--- src/rtl/button_pkg.sv ---
// Shared definitions for the button event block: FSM state encoding and
// default hold/repeat timing at a 25 MHz system clock.
package button_pkg;

  typedef enum logic [1:0] {
    BTN_IDLE  = 2'd0,
    BTN_PRESS = 2'd1,
    BTN_LONG  = 2'd2
  } btn_state_e;

  localparam int unsigned CNT_W_DEFAULT        = 24;
  localparam logic [23:0] LONG_TICKS_DEFAULT   = 24'd12_500_000;
  localparam logic [23:0] REPEAT_TICKS_DEFAULT = 24'd2_500_000;

endpackage

--- src/rtl/button_event.sv ---
// Turns a debounced button level into registered one-cycle strobes:
// press, release, short press, long press and auto-repeat while long-held.
module button_event
  import button_pkg::*;
#(
  parameter int unsigned      CNT_W        = CNT_W_DEFAULT,
  parameter logic [CNT_W-1:0] LONG_TICKS   = CNT_W'(LONG_TICKS_DEFAULT),
  parameter logic [CNT_W-1:0] REPEAT_TICKS = CNT_W'(REPEAT_TICKS_DEFAULT)
) (
  input  logic clk,
  input  logic rst_n,
  input  logic btn_level,
  output logic press_pulse,
  output logic release_pulse,
  output logic short_press,
  output logic long_press,
  output logic repeat_pulse,
  output logic held
);

  localparam logic [CNT_W-1:0] LONG_LAST   = LONG_TICKS - CNT_W'(1);
  localparam logic [CNT_W-1:0] REPEAT_LAST = REPEAT_TICKS - CNT_W'(1);
  localparam logic             REPEAT_EN   = (REPEAT_TICKS != '0);

  btn_state_e       state, state_nxt;
  logic [CNT_W-1:0] cnt, cnt_nxt;
  logic             btn_q;
  logic             rise, fall;
  logic             press_nxt, release_nxt, short_nxt, long_nxt, repeat_nxt;

  assign rise = btn_level & ~btn_q;
  assign fall = ~btn_level & btn_q;
  assign held = (state != BTN_IDLE);

  always_comb begin
    state_nxt   = state;
    cnt_nxt     = cnt;
    press_nxt   = 1'b0;
    release_nxt = 1'b0;
    short_nxt   = 1'b0;
    long_nxt    = 1'b0;
    repeat_nxt  = 1'b0;
    unique case (state)
      BTN_IDLE: begin
        if (rise) begin
          state_nxt = BTN_PRESS;
          cnt_nxt   = '0;
          press_nxt = 1'b1;
        end
      end
      BTN_PRESS: begin
        // A release on the terminal cycle still counts as a short press.
        if (fall) begin
          state_nxt   = BTN_IDLE;
          cnt_nxt     = '0;
          release_nxt = 1'b1;
          short_nxt   = 1'b1;
        end else if (cnt == LONG_LAST) begin
          state_nxt = BTN_LONG;
          cnt_nxt   = '0;
          long_nxt  = 1'b1;
        end else begin
          cnt_nxt = cnt + CNT_W'(1);
        end
      end
      BTN_LONG: begin
        if (fall) begin
          state_nxt   = BTN_IDLE;
          cnt_nxt     = '0;
          release_nxt = 1'b1;
        end else if (REPEAT_EN) begin
          if (cnt == REPEAT_LAST) begin
            repeat_nxt = 1'b1;
            cnt_nxt    = '0;
          end else begin
            cnt_nxt = cnt + CNT_W'(1);
          end
        end else begin
          cnt_nxt = '0;
        end
      end
      default: begin
        state_nxt = BTN_IDLE;
        cnt_nxt   = '0;
      end
    endcase
  end

  // Clearing btn_q in reset makes a button still held at reset exit look like a fresh press.
  always_ff @(posedge clk) begin
    if (!rst_n) begin
      state         <= BTN_IDLE;
      cnt           <= '0;
      btn_q         <= 1'b0;
      press_pulse   <= 1'b0;
      release_pulse <= 1'b0;
      short_press   <= 1'b0;
      long_press    <= 1'b0;
      repeat_pulse  <= 1'b0;
    end else begin
      state         <= state_nxt;
      cnt           <= cnt_nxt;
      btn_q         <= btn_level;
      press_pulse   <= press_nxt;
      release_pulse <= release_nxt;
      short_press   <= short_nxt;
      long_press    <= long_nxt;
      repeat_pulse  <= repeat_nxt;
    end
  end

endmodule

--- config.mk ---
export PLATFORM = sky130hd
export DESIGN_NAME = button_event
export DESIGN_NICKNAME = d
export VERILOG_FILES = /design/src/rtl/button_pkg.sv /design/src/rtl/button_event.sv
export SDC_FILE = /design/constraint.sdc
export NUM_CORES = 1
export LEC_CHECK = 0
export BUFFER_PORTS_ARGS = -buffer_cell sky130_fd_sc_hd__buf_2
export CORE_MARGIN = 3
export CORE_UTILIZATION = 50
export DETAILED_ROUTE_END_ITERATION = 8
export GPL_TIMING_DRIVEN = 1
export PLACE_DENSITY = 0.72
export RECOVER_POWER = 50
export SYNTH_ARGS = -nofsm -noshare
export SYNTH_HDL_FRONTEND = slang
export SYNTH_SLANG_ARGS = --single-unit
--- constraint.sdc ---
create_clock -name clk -period 2.73 [get_ports clk]
set_input_delay 0.273 -clock clk [delete_from_list [all_inputs] [get_ports clk]]
set_output_delay 0.273 -clock clk [all_outputs]
set_load 0.005 [all_outputs]
==> impl_metrics.ini <==
[sta]
max_slew.worst_pin.slew_ns = 0.675
setup_tns_ns = 0
hold_viol = 0
period_share_pct = 83.3
clock_skew_ns = 0.00648
maxSlewHeadroom_pct = 55.0
rsz0062_at_grt = false
finalCriticalPeriod_ns = 2.27
slew_viol_final = 0
setup_violations = 0
max_freq_mhz = 440

[setup_path]
ff2ff_path_depth = 6
cp.required_ns = 2.96
crit_type = reg -> reg
r2r_setup_slack_ns = 0.46
r2r-end = cnt[17]$_SDFFE_PN0P_
start_kind = register
end_kind = register
crit_fanout = 17
rr_startpoint = cnt[20]$_SDFFE_PN0P_
arrival_ns = 2.51

[power_and_ir_drop]
irDropWorstVdd_mv = 0.284
leakage_nw = 0.601
p_total_w = 0.000848
power.density_cell_area_mw_per_mm2 = 497

[clocking]
cts_num_sinks = 32
cts.repair.resized = 0
clock_insertion_delay_worst_skew_ns = 0.34
clkTransAtPathRegs_ns = 0.09
cts_hold_buf = 0
htreeDepth = 2
cts_made_buffers = 5
clockBufferDepth = 2
root_buffer = clkbuf_4
cts_setup_buffers = 0
cts_tree = yes

[synth]
synth_cells = 189
synth_seq_cells = 32
ys_seq_area_share_pct = 39.7
yosysWarnings = 0
synth_area_per_cell_sq_um = 8.54
synth_area_sq_mm = 0.00161
syn_nets = 196
synth_edf_count = 0
async_flop_share_pct = 0
dominantRegCellSynth = dfxtp_1
ys_types = 42

[grt]
grt_max_degree = 20
grt_pass1_wl_um = 5530
antenna_found_initial = 0
grt.total_usage_pct = 17.8
overflow = 0
grt_pass1_vias = 1225

[routing]
vias = 1332
drcViolationCount = 0
drt_pass1_iterations = 4
wirelength_um = 3190
wire_per_inst_um = 13.2
vias_per_cell = 5.53
drt-initial-drc-count = 79
ant_nets = 0

[floorplanning]
start_util_pct = 55.2
fp.dieW_um = 62.8
rows = 19
io_pins = 9
die-height_um = 62.8
core_sq_mm = 0.00292
fp.dieArea_sq_mm = 0.00395

[placement]
gpl.final_weighted_congestion = 0.885
dp_hpwl_um = 2280
io_buffer_count = 8

[cells_and_area]
drive_gt1_share_pct = 9.05
area_growth_pct = 5.74
nets = 205
mostFrequentLayoutCells = dfxtp_1 (32), nand2_1 (23), nor2_1 (22)
final_common_cell = dfxtp_1
utilization_pct = 58.4
diodes = 0

[min_path]
holdPathStages = 2
holdCritStartpoint = btn_level
hold_path_end = btn_q$_SDFF_PN0_
hold_path.class = in -> reg

[run_status]
status = completed

[flow_run]
maxCapViolCount = 0
## worst max path at each step
stage,from,end,slack [ns],cells past startpoint
2_1_floorplan,state[0]$_SDFFE_PN0P_,cnt[18]$_SDFFE_PN0P_,0.77,7
3_3_place_gp,cnt[11]$_SDFFE_PN0P_,cnt[17]$_SDFFE_PN0P_,0.59,5
3_5_place_dp,cnt[11]$_SDFFE_PN0P_,cnt[17]$_SDFFE_PN0P_,0.51,5
4_1_cts,cnt[11]$_SDFFE_PN0P_,cnt[17]$_SDFFE_PN0P_,0.49,5
5_1_grt,cnt[11]$_SDFFE_PN0P_,cnt[17]$_SDFFE_PN0P_,0.26,5
6_report,cnt[20]$_SDFFE_PN0P_,cnt[17]$_SDFFE_PN0P_,0.46,6
## worst max-delay path, stage by stage (launching register included)
cell      delay (ns)
dfxtp_1         0.42
nand4_1         0.18
or4b_1          0.56
nor4_4          0.32
o221a_2         0.47
nand3b_1        0.16
o31ai_1         0.06
## area by class of cell
type	instances	area, sq um
fill	280	1220
tap	42	52.6
clock buffer	8	58.8
multi-input combinational	146	896
inverter	4	15.0
sequential	32	641
timing repair buffer	9	43.8
## per-layer routing
metal	wire length, um	up-vias	global-route usage (%)
met4	61	0	8.26
met3	135	6	5.94
met1	1530	621	23.5
li1	-	680	-
met5	0	-	0
met2	1460	25	26.0
## synthesized netlist by cell type (2+ instances only)
library cell | number | area [sq um]
o21ai_0 | 4 | 20.0
nand2_1 | 23 | 86.3
mux2i_1 | 2 | 20.0
and3_1 | 4 | 25.0
xor2_1 | 11 | 96.3
xnor2_1 | 4 | 35.0
inv_1 | 4 | 15.0
and4_1 | 2 | 17.5
nand3b_1 | 2 | 15.0
and2_1 | 6 | 37.5
a21oi_1 | 2 | 10.0
ha_1 | 4 | 50.1
o211ai_1 | 2 | 15.0
nor2b_1 | 3 | 18.8
buf_6 | 3 | 33.8
nand2b_1 | 3 | 18.8
clkbuf_1 | 2 | 7.51
a21boi_0 | 3 | 22.5
nor2_1 | 22 | 82.6
dfxtp_1 | 32 | 641
nand3_1 | 13 | 65.1
and3_2 | 2 | 15.0
nand4_1 | 7 | 43.8
nor3b_1 | 2 | 15.0
nor4b_1 | 2 | 17.5
nor3_1 | 9 | 45.0
## logic make-up after synthesis
group | synth area share (%)
xor+xnor | 8.14
buf+inv | 4.19
flops | 39.7
compound gates | 7.21
fa+ha+maj | 3.10
mux | 1.24
simple gates | 36.4
## through the flow
step	instances	area [sq um]	hold WS, ns	worst slack, ns
after floorplan	189	1610	0.409	0.775
after global placement	233	1660	0.440	0.586
after detailed placement	233	1660	0.443	0.507
after CTS	241	1720	0.190	0.490
after global routing	241	1710	0.207	0.255
final	241	1710	0.205	0.455
## flip-flops by register name, indices dropped and copies added, names as in the netlist
signal / flops
long_press: 1
btn_q: 1
cnt: 24
press_pulse: 1
state: 2
short_press: 1
repeat_pulse: 1
release_pulse: 1
## power by group
group / internal, W / total (W) / switching (W)
sequential: 0.000472 / 0.000476 / 0.00000390
clock: 0.000127 / 0.000281 / 0.000154
combinational: 0.0000328 / 0.0000912 / 0.0000584
total: 0.000632 / 0.000848 / 0.000217
(Power assumes the default switching activity.)
